### src/rtl/sync_sample_gen.sv
// rtl/sync_sample_gen.sv - synchronous sampling strobe generator locked to line-frequency zero crossings
module sync_sample_gen #(
  parameter int M_W     = 13,
  parameter int IDX_W   = 10,
  parameter int M_MIN   = 16,
  parameter int TO_W    = 23,
  parameter int TIMEOUT = 4194304
) (
  input  logic             clk,
  input  logic             rst_n,
  input  logic             freq_in,
  input  logic [M_W-1:0]   M,
  output logic             sample_stb,
  output logic [IDX_W-1:0] sample_idx,
  output logic             cycle_done,
  output logic             cycle_short,
  output logic             locked,
  output logic             sig_lost
);

  typedef enum logic [1:0] {IDLE, RUN, HOLD} state_t;

  localparam logic [TO_W-1:0]  TO_MAX   = TO_W'(TIMEOUT);
  localparam logic [TO_W-1:0]  TO_LAST  = TO_W'(TIMEOUT - 1);
  localparam logic [IDX_W-1:0] IDX_PREV = {{(IDX_W-1){1'b1}}, 1'b0};

  state_t           state, state_n;
  logic             sync1, sync2, sync3;
  logic             zc, m_ok, to_hit, div_last;
  logic [M_W-1:0]   div_reg, div_reg_n, div_cnt, div_cnt_n;
  logic [IDX_W-1:0] idx_n;
  logic [TO_W-1:0]  to_cnt, to_cnt_n;
  logic             stb_n, done_n, short_n, locked_n, lost_n;

  // sync1/sync2 form the synchronizer; sync3 remembers the previous level for edge detection
  always_ff @(posedge clk or negedge rst_n) begin
    if (!rst_n) begin
      sync1 <= 1'b0;
      sync2 <= 1'b0;
      sync3 <= 1'b0;
    end else begin
      sync1 <= freq_in;
      sync2 <= sync1;
      sync3 <= sync2;
    end
  end

  assign zc       = sync2 & ~sync3;
  assign m_ok     = (M >= M_W'(M_MIN));
  assign to_hit   = !zc && (to_cnt == TO_LAST);
  assign div_last = (div_cnt == div_reg - 1'b1);

  always_ff @(posedge clk or negedge rst_n) begin
    if (!rst_n) begin
      state       <= IDLE;
      div_reg     <= '0;
      div_cnt     <= '0;
      sample_idx  <= '0;
      to_cnt      <= '0;
      sample_stb  <= 1'b0;
      cycle_done  <= 1'b0;
      cycle_short <= 1'b0;
      locked      <= 1'b0;
      sig_lost    <= 1'b0;
    end else begin
      state       <= state_n;
      div_reg     <= div_reg_n;
      div_cnt     <= div_cnt_n;
      sample_idx  <= idx_n;
      to_cnt      <= to_cnt_n;
      sample_stb  <= stb_n;
      cycle_done  <= done_n;
      cycle_short <= short_n;
      locked      <= locked_n;
      sig_lost    <= lost_n;
    end
  end

  // Priority: zero crossing, then loss-of-signal timeout, then regular strobe timing
  always_comb begin
    state_n   = state;
    div_reg_n = div_reg;
    div_cnt_n = div_cnt;
    idx_n     = sample_idx;
    to_cnt_n  = zc ? '0 : ((to_cnt == TO_MAX) ? to_cnt : to_cnt + 1'b1);
    stb_n     = 1'b0;
    done_n    = 1'b0;
    short_n   = 1'b0;
    locked_n  = locked;
    lost_n    = sig_lost;

    if (zc) begin
      if (state == RUN) begin
        short_n  = 1'b1;
        locked_n = 1'b0;
      end
      if (m_ok) begin
        state_n   = RUN;
        div_reg_n = M;
        div_cnt_n = '0;
        idx_n     = '0;
        stb_n     = 1'b1;
        lost_n    = 1'b0;
        if (state == HOLD) locked_n = 1'b1;
      end else begin
        state_n  = IDLE;
        locked_n = 1'b0;
      end
    end else if (to_hit) begin
      lost_n   = 1'b1;
      locked_n = 1'b0;
      state_n  = IDLE;
    end else if (state == RUN) begin
      if (div_last) begin
        div_cnt_n = '0;
        idx_n     = sample_idx + 1'b1;
        stb_n     = 1'b1;
        if (sample_idx == IDX_PREV) begin
          done_n  = 1'b1;
          state_n = HOLD;
        end
      end else begin
        div_cnt_n = div_cnt + 1'b1;
      end
    end
  end

endmodule

### config.mk
export PLATFORM = sky130hd
export DESIGN_NAME = sync_sample_gen
export DESIGN_NICKNAME = d
export VERILOG_FILES = /design/src/rtl/sync_sample_gen.sv
export SDC_FILE = /design/constraint.sdc
export NUM_CORES = 1
export LEC_CHECK = 0
export ABC_AREA = 1
export CAP_MARGIN = 20
export CORE_ASPECT_RATIO = 1.4
export CORE_MARGIN = 2
export CORE_UTILIZATION = 30
export CTS_CLUSTER_SIZE = 20
export DETAILED_ROUTE_END_ITERATION = 10
export GPL_ROUTABILITY_DRIVEN = 0
export HOLD_SLACK_MARGIN = 0.12
export PLACE_DENSITY = 0.49
export RECOVER_POWER = 50
export SYNTH_ARGS = -nofsm -noshare
export SYNTH_HDL_FRONTEND = slang
export SYNTH_SLANG_ARGS = --single-unit
### constraint.sdc
create_clock -name clk -period 2.36 [get_ports clk]
set_input_delay 0.354 -clock clk [delete_from_list [all_inputs] [get_ports clk]]
set_output_delay 0.354 -clock clk [all_outputs]
set_load 0.005 [all_outputs]
== Yosys cells after proc, flatten, opt, wreduce, memory -nomap -nowiden ==
Index checks and enable logic that the tools add are counted.
Storage, ports and cells
  output and inout bits: 15
  logic and storage cells: 82
  register bits: 69
  bits of input ports: 16
Operators by class
  add/subtract/negate cells: 4
  $lt $le $gt $ge: 1
  bitwise gates (word level): 2
  eq/ne operators: 10
  muxes and demuxes: 38
  reductions and logical operators: 14
Operators by type and width (count)
  2-to-1 mux 13 bit: 5
  2-to-1 mux 10 bit: 5
  2-to-1 mux 23 bit: 2
  adder 23 x 1 -> 23 bit (second input constant): 1
  == test 23 x 22 -> 1 bit (second input constant): 1
  == test 23 bit (second input constant): 1
  2-to-1 mux 1 bit: 21
  adder 13 x 1 -> 13 bit (second input constant): 1
  == test 13 bit: 1
  >= comparator 13 x 5 -> 1 bit (second input constant): 1
  subtractor 13 x 1 -> 13 bit (second input constant): 1
  adder 10 x 1 -> 10 bit (second input constant): 1
  == test 10 bit (second input constant): 1
  2-to-1 mux 2 bit: 5
  nonzero test 3 bit: 3
  AND reduction 2 bit: 3
  AND reduction 3 bit: 2
  nonzero test 2 bit: 3
  inequality test 2 bit (second input constant): 2
  inequality test 4 x 2 -> 1 bit (second input constant): 1
  AND reduction 4 bit: 1
  == test 2 x 1 -> 1 bit (second input constant): 1
  == test 2 bit (second input constant): 1
  inequality test 2 x 1 -> 1 bit (second input constant): 1
  other kinds (4): 4

== Logic depth before layout (Yosys ltp) ==
  word-level depth: 6
  depth in mapped cells: 15
  gate-level depth less buffers: 15

== Worst setup path after synthesis ==
OpenSTA, ideal clock, no wires.
  path type: register to register
  start: register div_reg[0]
  end: register sample_idx[4]
  period minus slack after synthesis: 1.880 ns
  library setup time: 0.118 ns
  stages on the path, launching flop included: 15
  arrival time: 1.762 ns
  slack: 0.480 ns
  required time: 2.242 ns
  cells stage by stage: dfrtp_1 > inv_1 > ha_1 > nand2_4 > nor2_4 > nand2_1 > nand2_1 > nand2_1 > nor2_1 > nand2_1 > nor2_2 > nand3_2 > buf_6 > nand3_1 > nand2_1
On the way
  word-level cells in the longest chain between the ends: 4
Ends and longest elaborated chain
  start, declared: line 30  | logic [M_W-1:0] div_reg, div_reg_n, div_cnt, div_cnt_n;
  start signal, assigned: line 67  | div_reg <= div_reg_n;
  subtractor 13 x 1 -> 13 bit: line 51  | assign div_last = (div_cnt == div_reg - 1'b1);
  == test 13 bit: line 51
  nonzero test 2 bit (no source line)
  AND reduction 4 bit (no source line)
  end signal, assigned: line 69  | sample_idx <= idx_n;
  end, declared: line 14  | output logic [IDX_W-1:0] sample_idx,
Every way passes these cells.
A chain may end at the register's enable or synchronous reset.

== Final worst setup path ==
  start: register div_reg[0]
  end: register sample_idx[1]
Same word-level chain as after synthesis.

==> results.toml <==
[min_path]
hp-class = "reg -> reg"

[critical_path]
slowest_stage = "dfrtp_1"
critPathMostFrequentCell = "nand2_1"
cp_num_buf_inv = 2
reg2reg_setup_slack_ns = 0.28
startpoint_type = "register"
cp-end-kind = "register"
cp_data_arrival_time_ns = 2.31
cpLargestDelayFamily = "simple AND/OR/NAND/NOR gates"
slowest_delay_ns = 0.39
cp_max_fo = 10
crit_chain = "inv_1 -> ha_2 -> nand2_4 -> nor2_4 -> nand2_1 -> nand2_1 -> nand2_1 -> nor2_1 -> nand2_1 -> nor2_2 -> nand3_2 -> buf_4 -> nand3_1 -> nand2_1"
critPathRequiredTime_ns = 2.59
criticalPathCategory = "reg -> reg"

[timing]
fin_setup_tns_ns = 0
slew_headroom_pct = 24.7
setup_viol = 0
min_period_over_period_pct = 88.1
rsz0062_at_grt = "no"
tightestPinTransition_ns = 1.13
fin_skew_ns = 0.00517
clock.fmax_ghz = 0.481
fin_crit_ns = 2.08
finalHoldViolCount = 0
slew_violations = 0

[place]
dp.cells = 770
portBuffers = 30
dpl.hpwl_mm = 7.82

[global_routing]
grt_pass1_wl_mm = 17.6
grt_overflow = 0
grt_pass1_vias = 3698
antenna_found_initial = 0
grt_max_degree = 43
grtUsageTotal_pct = 15.9

[pwr]
p_sw_w = 0.000981
power_density_nw_per_um2 = 666
p_seq_share_pct = 41.1
comb_power_share_pct = 16.8
p_leak_nw = 2.38
irDropWorstVdd_mv = 0.310
swShare_pct = 29.8
clock_power_share_pct = 42.1
internal-power_w = 0.00231

[synthesis]
syn_nets = 582
avgSynthCellArea_um2 = 7.32
syn_area_um2 = 4090
ys_seq_area_share_pct = 42.3
yosys_register_bits = 69
yosysUniqueCellTypes = 34
yosysWarnings = 0
syn_inst = 558

[die]
start_util_pct = 30.7
core-area_um2 = 13300
pin_count = 31
die_area_um2 = 14600
rows = 50
die-width_um = 103
die_y_um = 142

[drt]
vias = 3619
totalWireLength_mm = 10.5
vias_per_cell = 4.60
drcViolationCount = 0
drt-initial-drc-count = 80
drtAntennaViolNets = 0
drt-pass1-iter-count = 6
post_drt_wl_per_cell_um = 13.4

[layout]
final_cells = 787
largest_register_ffs = 23
layout_commonest_cell = "nand2_1"
diodes = 0
syn_to_final_growth_pct = 21.0
nets = 624
layout_common_cells = "149 x nand2_1, 75 x inv_1, 69 x dfrtp_1"
drive_gt1_share_pct = 7.44
fill_cells = 1398

[cts]
cts_root_buf = "clkbuf_16"
clk_pin_slew_worst_paths_ns = 0.06
clock_path_buffers = 2
h-tree-depth = 3
worstSkewPairLatency_ns = 0.35
cts-buffers-inserted = 9
cts_tree = "built"
clkSinkCount = 69

[status]
status = "finished clean"

[run]
drv_cap = 0
metrics by stage:
| stage | total power [W] | utilization [%] | worst slack [ns] | hold WS, ns | area, µm² |
|---|---|---|---|---|---|
| detailed placement | 0.00193 | 34.9 | 0.201 | 0.342 | 4650 |
| global placement | 0.00193 | 34.9 | 0.200 | 0.340 | 4650 |
| finish | 0.00329 | 37.1 | 0.280 | 0.359 | 4940 |
| CTS | 0.00335 | 37.2 | 0.189 | 0.364 | 4960 |
| global route | 0.00350 | 37.1 | 0.00298 | 0.373 | 4940 |
| floorplan | 0.00174 | - | 0.480 | 0.0584 | 4090 |
worst paths after layout:
check | endpoint | from | depth (start not counted)
setup reg to reg | sample_idx[1] | div_reg[0] | 14
hold reg to reg | sync2 | sync1 | 0
max in group asynchronous | sync1 | rst_n | 3
min in group asynchronous | sample_idx[0] | rst_n | 2
hold / removal | sync2 | sync1 | 0
setup / recovery | sample_idx[1] | div_reg[0] | 14
logic make-up after synthesis:
kind of cell	synth area share, %
simple gates	33.9
xor+xnor	4.72
fa+ha+maj	2.45
flops	42.3
compound gates	8.02
buf+inv	8.64
Yosys cell counts (all sizes together):
master | number | area, µm²
nand2 | 153 | 589
inv | 76 | 285
dfrtp | 69 | 1730
nor2 | 68 | 290
nand3 | 45 | 240
o21ai | 37 | 189
nand4 | 20 | 125
a21oi | 19 | 95.1
xor2 | 15 | 131
nor3 | 12 | 60.1
buf | 8 | 56.3
ha | 8 | 100
nor4 | 7 | 43.8
xnor2 | 7 | 61.3
a22oi | 2 | 15.0
clkbuf | 2 | 7.51
nand3b | 2 | 15.0
o21bai | 2 | 15.0
a211oi | 1 | 7.51
a31oi | 1 | 6.26
and2 | 1 | 6.26
and3 | 1 | 6.26
clkinv | 1 | 3.75
nor4b | 1 | 8.76
per-layer routing:
metal | track usage [%] | share of wire (%) | wire [µm]
met5 | 0 | 0 | 0
met4 | 8.28 | 3.3 | 353
met3 | 4.17 | 3.1 | 323
met2 | 27.0 | 51 | 5360
met1 | 17.9 | 43 | 4500
final cells by class:
class	instances	area, µm²	area share (%)
Tap cell	182	228	4.61
Timing Repair Buffer	41	390	7.90
Clock buffer	10	239	4.83
Sequential cell	69	1730	34.9
Inverter	77	289	5.85
Multi-Input combinational cell	402	2010	40.6
Clock inverter	6	62.6	1.27
power groups by stage:
stage                     registers (W)  logic [W]  clock network, W
final                           0.00135   0.000554           0.00139
after global routing            0.00137   0.000645           0.00148
after CTS                       0.00135   0.000564           0.00143
after detailed placement        0.00137   0.000561                 0
after global placement          0.00137   0.000551                 0
after floorplan                 0.00135   0.000390                 0
timing repair:
item	4_1_cts	5_1_grt
hold buffers	1	0
endpoints found under the hold margin	41	0
setup endpoints to repair	0	7
gates resized for setup	0	1
setup buffers	0	0
Note: power is estimated with default switching activity, not from simulation.
